File: config.mk
export PLATFORM = sky130hd
export DESIGN_NAME = bram_port_arbiter
export DESIGN_NICKNAME = d
export VERILOG_FILES = /design/src/rtl/bram_arb_pkg.sv /design/src/rtl/rr_arb2.sv /design/src/rtl/bram_port_arbiter.sv
export SDC_FILE = /design/constraint.sdc
export NUM_CORES = 1
export LEC_CHECK = 0
export BUFFER_PORTS_ARGS = -buffer_cell sky130_fd_sc_hd__buf_2
export CAP_MARGIN = 5
export CORE_AREA = 2 2 104 106
export CTS_CLUSTER_SIZE = 16
export DETAILED_ROUTE_END_ITERATION = 10
export DIE_AREA = 0 0 106 108
export PLACE_DENSITY = 0.62
export SLEW_MARGIN = 20
export SYNTH_ARGS = -nofsm -noshare
export SYNTH_HDL_FRONTEND = slang
export SYNTH_SLANG_ARGS = --single-unit
File: constraint.sdc
create_clock -name clk -period 2.8 [get_ports clk]
set_input_delay 0.28 -clock clk [delete_from_list [all_inputs] [get_ports clk]]
set_output_delay 0.28 -clock clk [all_outputs]
set_load 0.1 [all_outputs]
File: src/rtl/bram_arb_pkg.sv
// Shared types and constants for the two-client BRAM port arbiter.
package bram_arb_pkg;

    typedef enum logic {
        ST_INIT = 1'b0,
        ST_RUN  = 1'b1
    } state_t;

    localparam int ADDR_W_DEF = 10;
    localparam int DATA_W_DEF = 36;

    // Client indices into the request/grant vectors
    localparam int C0 = 0;
    localparam int C1 = 1;

endpackage

File: src/rtl/rr_arb2.sv
// Two-way round-robin arbiter. A lone requester always wins. Under contention
// the client named by the pointer wins, and the pointer then moves to the
// other client. The pointer only moves when a contended grant is accepted.
module rr_arb2
    import bram_arb_pkg::*;
(
    input  logic       clk,
    input  logic       rst_n,
    input  logic [1:0] req,
    input  logic       accept,
    output logic [1:0] gnt
);

    logic ptr_q;  // 0 favours C0, 1 favours C1

    // Grant selection: pointer only matters when both clients request
    always_comb begin
        gnt = req;
        if (req == 2'b11) begin
            gnt     = 2'b00;
            gnt[C0] = ~ptr_q;
            gnt[C1] = ptr_q;
        end
    end

    // Pointer moves to the loser after an accepted contended grant
    always_ff @(posedge clk or negedge rst_n) begin
        if (!rst_n) begin
            ptr_q <= 1'b0;
        end else if (accept && (req == 2'b11)) begin
            ptr_q <= ~ptr_q;
        end
    end

endmodule

File: src/rtl/bram_port_arbiter.sv
// Shares one simple-dual-port BRAM (write port A, registered read port B)
// between two clients. After reset the array is zero-filled, then client
// writes go to port A and reads to port B, each through its own round-robin
// arbiter. Read data returns to the issuing client one cycle after handshake.
//
//   state   | meaning
//   --------+------------------------------------------------------------
//   ST_INIT | zero-filling the array (or waiting one clock if no clear)
//   ST_RUN  | arbitrating client requests; only reset leaves this state
module bram_port_arbiter
    import bram_arb_pkg::*;
#(
    parameter int ADDR_W     = ADDR_W_DEF,
    parameter int DATA_W     = DATA_W_DEF,
    parameter bit INIT_CLEAR = 1'b1
) (
    input  logic              clk,
    input  logic              rst_n,
    output logic              init_done,

    input  logic              c0_req_valid,
    output logic              c0_req_ready,
    input  logic              c0_req_we,
    input  logic [ADDR_W-1:0] c0_req_addr,
    input  logic [DATA_W-1:0] c0_req_wdata,
    output logic              c0_rsp_valid,
    output logic [DATA_W-1:0] c0_rsp_data,

    input  logic              c1_req_valid,
    output logic              c1_req_ready,
    input  logic              c1_req_we,
    input  logic [ADDR_W-1:0] c1_req_addr,
    input  logic [DATA_W-1:0] c1_req_wdata,
    output logic              c1_rsp_valid,
    output logic [DATA_W-1:0] c1_rsp_data,

    output logic              ram_wen_A,
    output logic [ADDR_W-1:0] ram_addr_A,
    output logic [DATA_W-1:0] ram_din_A,
    output logic              ram_ren_B,
    output logic [ADDR_W-1:0] ram_addr_B,
    input  logic [DATA_W-1:0] ram_dout_B
);

    localparam int DEPTH = 1 << ADDR_W;
    localparam logic [ADDR_W:0] INIT_LAST = (ADDR_W + 1)'(DEPTH - 1);

    state_t            state_q, state_d;
    logic              armed_q;      // set on the first clock after reset release
    logic [ADDR_W:0]   init_cnt_q;
    logic              stall_q;      // a read was held off by a write last cycle
    logic              rsp_pend_q;
    logic              rsp_tag_q;    // owner of the in-flight read (0 = C0)

    logic              run;
    logic              init_wr;
    logic [1:0]        vld, we;
    logic [ADDR_W-1:0] addr_w, addr_r;
    logic [DATA_W-1:0] wdata_w;
    logic [1:0]        wr_req, rd_req, gnt_w, gnt_r, ready;
    logic              collide, issue_w, issue_r;

    assign run     = (state_q == ST_RUN);
    assign init_wr = (state_q == ST_INIT) && armed_q && INIT_CLEAR;

    assign vld = {c1_req_valid, c0_req_valid};
    assign we  = {c1_req_we, c0_req_we};

    // Writes are held off for one cycle after a stall so the stalled read can go
    assign wr_req = vld & we & {2{run & ~stall_q}};
    assign rd_req = vld & ~we & {2{run}};

    rr_arb2 u_wr_arb (
        .clk    (clk),
        .rst_n  (rst_n),
        .req    (wr_req),
        .accept (issue_w),
        .gnt    (gnt_w)
    );

    rr_arb2 u_rd_arb (
        .clk    (clk),
        .rst_n  (rst_n),
        .req    (rd_req),
        .accept (issue_r),
        .gnt    (gnt_r)
    );

    assign addr_w  = gnt_w[C1] ? c1_req_addr  : c0_req_addr;
    assign wdata_w = gnt_w[C1] ? c1_req_wdata : c0_req_wdata;
    assign addr_r  = gnt_r[C1] ? c1_req_addr  : c0_req_addr;

    // The RAM forwards din_A to dout_B whenever both ports fire, so a read may
    // only share a cycle with a write to the same address.
    assign collide = (|gnt_w) && (|gnt_r) && (addr_w != addr_r);
    assign issue_w = |gnt_w;
    assign issue_r = (|gnt_r) && !collide;
    assign ready   = (gnt_w & {2{issue_w}}) | (gnt_r & {2{issue_r}});

    // Next-state logic: INIT always ends in RUN, RUN is terminal
    always_comb begin
        state_d = state_q;
        case (state_q)
            ST_INIT: begin
                if (!INIT_CLEAR) begin
                    state_d = ST_RUN;
                end else if (armed_q && (init_cnt_q == INIT_LAST)) begin
                    state_d = ST_RUN;
                end
            end
            ST_RUN:  state_d = ST_RUN;
            default: state_d = ST_INIT;
        endcase
    end

    // State, init sweep counter, stall flag and read-response tag
    always_ff @(posedge clk or negedge rst_n) begin
        if (!rst_n) begin
            state_q    <= ST_INIT;
            armed_q    <= 1'b0;
            init_cnt_q <= '0;
            stall_q    <= 1'b0;
            rsp_pend_q <= 1'b0;
            rsp_tag_q  <= 1'b0;
        end else begin
            state_q    <= state_d;
            armed_q    <= 1'b1;
            if (init_wr) begin
                init_cnt_q <= init_cnt_q + 1'b1;
            end
            stall_q    <= collide;
            rsp_pend_q <= issue_r;
            rsp_tag_q  <= gnt_r[C1];
        end
    end

    // RAM port drive: the init sweep owns port A until RUN
    always_comb begin
        ram_wen_A  = 1'b0;
        ram_addr_A = addr_w;
        ram_din_A  = wdata_w;
        if (init_wr) begin
            ram_wen_A  = 1'b1;
            ram_addr_A = init_cnt_q[ADDR_W-1:0];
            ram_din_A  = '0;
        end else if (issue_w) begin
            ram_wen_A  = 1'b1;
        end
        ram_ren_B  = issue_r;
        ram_addr_B = addr_r;
    end

    assign init_done    = run;
    assign c0_req_ready = ready[C0];
    assign c1_req_ready = ready[C1];
    assign c0_rsp_valid = rsp_pend_q & ~rsp_tag_q;
    assign c1_rsp_valid = rsp_pend_q & rsp_tag_q;
    assign c0_rsp_data  = ram_dout_B;
    assign c1_rsp_data  = ram_dout_B;

endmodule

==> results.py <==
metrics = {
    "status": {
        "status": "finished, final reports clean",
    },
    "cts": {
        "postCtsSetupBuffers": 0,
        "clock_path_buffers": 2,
        "cts_made_buffers": 3,
        "cts.clk_slew.worst_paths_ns": 0.07,
        "clk_latency_ns": 0.25,
        "cts-root-buf": "clkbuf_8",
        "htree_levels": 1,
        "numClockSinks": 18,
        "cts_resized": 0,
        "cts_tree": "built",
    },
    "detailed_routing": {
        "routed_via_density": 4.43,
        "drtIter0Drc": 112,
        "wl_mm": 7.94,
        "wire_per_inst_um": 14.7,
        "drc": 0,
        "num_vias": 2394,
        "ant_nets": 0,
        "firstDrtPassIters": 4,
    },
    "power_and_ir_drop": {
        "seqPwrFrac": 0.264,
        "switching_share": 0.552,
        "power.density_nw_per_um2": 457,
        "vdd_ir_drop_max_uv": 380,
        "intPower_uw": 633,
        "p_comb_frac": 0.587,
        "leakagePower_nw": 1.50,
        "total_switching_power_uw": 781,
        "clkPwrFrac": 0.149,
    },
    "worst_setup_path": {
        "cp_top_family": "compound AO/OA/AOI/OAI gates",
        "slowest_stage": "o21bai_4",
        "cpPeakStageDelay_ns": 0.76,
        "worstSetupPathType": "reg2out",
        "end_kind": "output pin",
        "crit_fanout": 38,
        "start_kind": "register",
        "required_ns": 2.52,
        "path_buf_inv": 1,
        "cp.arrival_ns": 2.31,
        "cp_cell_sequence": "o21bai_4 -> nand2_1 -> a21oi_2 -> buf_2",
    },
    "global_route": {
        "busiest_layer": "met2",
        "grt.total_usage": 0.127,
        "antenna_found_initial": 0,
        "grt_max_degree": 39,
        "grtUsageMet3": 0.0277,
        "use_met2": 0.224,
        "first_global_vias": 2303,
        "grtUsageMet1": 0.161,
        "overflow": 0,
        "grt_pass1_wl_mm": 11.8,
    },
    "placement": {
        "postPlaceCellArea_um2": 3030,
        "finalWeightedCongestion": 0.742,
        "dpl.cell_count": 536,
        "io_buffers": 160,
        "hpwl_mm": 6.66,
    },
    "synth": {
        "syn_nets": 460,
        "synth_cells": 325,
        "synth_area_per_cell_um2": 7.23,
        "synth_flop_cell": "dfrtp_1",
        "syn_area_um2": 2350,
        "synth-seq-area-share": 0.192,
        "ys_ff_latch": 18,
        "synth_cell_types": 35,
        "ys_warn_count": 0,
        "synth_edf_count": 0,
        "synthArstFlopShare": 1.00,
    },
    "layout": {
        "drive_gt1_frac": 0.570,
        "fin_cells": 541,
        "antennaDiodeCount": 0,
        "final_area_um2": 3090,
        "nets": 541,
        "fill_cells": 1098,
        "synthToLayoutAreaGrowth_pct": 31.6,
    },
    "sta": {
        "skew_ns": 0.00113,
        "slew_headroom": 0.382,
        "hold_viol": 0,
        "fin_crit_sh": 0.924,
        "finalSetupTns_ns": 0,
        "rsz0062_at_grt": "no",
        "slew_viol_final": 0,
        "setup-violations-final": 0,
        "worstMarginPinSlew_ns": 0.925,
        "fmax_mhz": 387,
        "fin_crit_ns": 2.59,
    },
    "die": {
        "placementRows": 37,
        "fp.dieH_um": 108,
        "initial_utilization": 0.230,
        "dieArea_um2": 11400,
        "fp.coreArea_um2": 10200,
        "die_w_um": 106,
        "io_pins": 269,
    },
    "worst_hold_path": {
        "holdCritPathClass": "in2reg",
    },
    "flow_run": {
        "maxCapViolations": 0,
    },
}
cell families after synthesis:
group                      synth area share
DFF                                   0.192
muxes                                0.0953
buffers and inverters                 0.282
and+or+nand+nor                       0.215
other                               0.00160
xor gates and xnor gates             0.0857
AOI/OAI and AO/OA                     0.124
adders and majority gates           0.00532
worst paths after layout:
path / startpoint / end / slack, ns / cells past startpoint
worst max register to register: init_done$_DFF_PN0_ / init_cnt_q[9]$_DFFE_PN0P_ / 1.03 / 4
max in group asynchronous: rst_n / init_done$_DFF_PN0_ / 2.01 / 2
worst min register to register: init_cnt_q[10]$_DFFE_PN0P_ / init_cnt_q[10]$_DFFE_PN0P_ / 0.46 / 1
worst min-delay path: c1_req_we / u_rd_arb.ptr_q$_DFFE_PN0P_ / 0.46 / 4
worst max-delay path: u_wr_arb.ptr_q$_DFFE_PN0P_ / ram_din_A[35] / 0.21 / 4
min in group asynchronous: rst_n / init_cnt_q[9]$_DFFE_PN0P_ / 0.49 / 2
tightest hold or removal path, cell delays in order:
cell and delay, ns:
buf_2 0.13, nor2b_1 0.09, nand3_1 0.10, xnor2_1 0.07
cells in the final DEF (no fill, tap or decap), types with 5 or more instances in the layout:
master   count
dfrtp_1     17
xnor2_1     10
nand3_1      5
xor2_1      13
buf_2      160
a21oi_2     19
a21oi_4     17
nand2_1     87
mux2_2      11
mux2i_1     10
o21ai_2     11
per-stage QoR:
step | hold slack (ns) | utilization | setup WS, ns | total power [mW]
floorplan | -0.0156 | - | 0.000183 | 1.50
global placement | 0.226 | 0.296 | 0.398 | 1.20
detailed placement | 0.231 | 0.296 | 0.328 | 1.21
CTS | 0.454 | 0.302 | 0.205 | 1.42
global route | 0.504 | 0.302 | 0.0538 | 1.48
finish | 0.455 | 0.302 | 0.213 | 1.41
state kept, by name, indices dropped and copies added, names as in the netlist:
signal	flops
init_cnt_q	11
armed_q	1
init_done	1
rsp_pend_q	1
rsp_tag_q	1
stall_q	1
u_rd_arb.ptr_q	1
u_wr_arb.ptr_q	1
routing by layer:
layer | up-vias | wire, um | part of all wire
li1 | 1158 | - | -
met5 | - | 0 | 0
met3 | 8 | 676 | 0.085
met1 | 1087 | 3260 | 0.41
met4 | 0 | 82 | 0.010
met2 | 141 | 3920 | 0.49
what timing repair did:
item                                    4_1_cts  5_1_grt
hold buffers                                  1        0
endpoints found under the setup margin        0        0
endpoints found under the hold margin        18        0
cell type report:
type / instances / area (um2) / share of cell area
repair buffers: 165 / 841 / 0.272
clock buffers: 4 / 55.1 / 0.0178
flip-flops and latches: 18 / 452 / 0.146
well taps: 136 / 170 / 0.0550
inverters: 3 / 11.3 / 0.00364
multi-input cells: 215 / 1560 / 0.505
cells in the mapped netlist (4+ instances only):
cell | n | area [um2]
nand2_1 | 87 | 327
o21ai_0 | 8 | 40.0
dfrtp_1 | 18 | 450
xnor2_1 | 10 | 87.6
nand4_1 | 4 | 25.0
nand3_1 | 5 | 25.0
xor2_1 | 13 | 114
a21oi_1 | 36 | 180
buf_2 | 4 | 20.0
mux2_2 | 11 | 124
clkbuf_1 | 6 | 22.5
o21ai_1 | 4 | 20.0
buf_4 | 77 | 578
mux2i_1 | 10 | 100
nor2_1 | 4 | 15.0
power groups by stage:
stage                     logic (mW)  registers, mW  clock network [mW]
after detailed placement       0.835          0.377                   0
after global placement         0.826          0.374                   0
after CTS                      0.837          0.373               0.214
after global routing           0.872          0.383               0.225
after floorplan                 1.14          0.359                   0
final                          0.830          0.373               0.211
(Power assumes the default switching activity.)
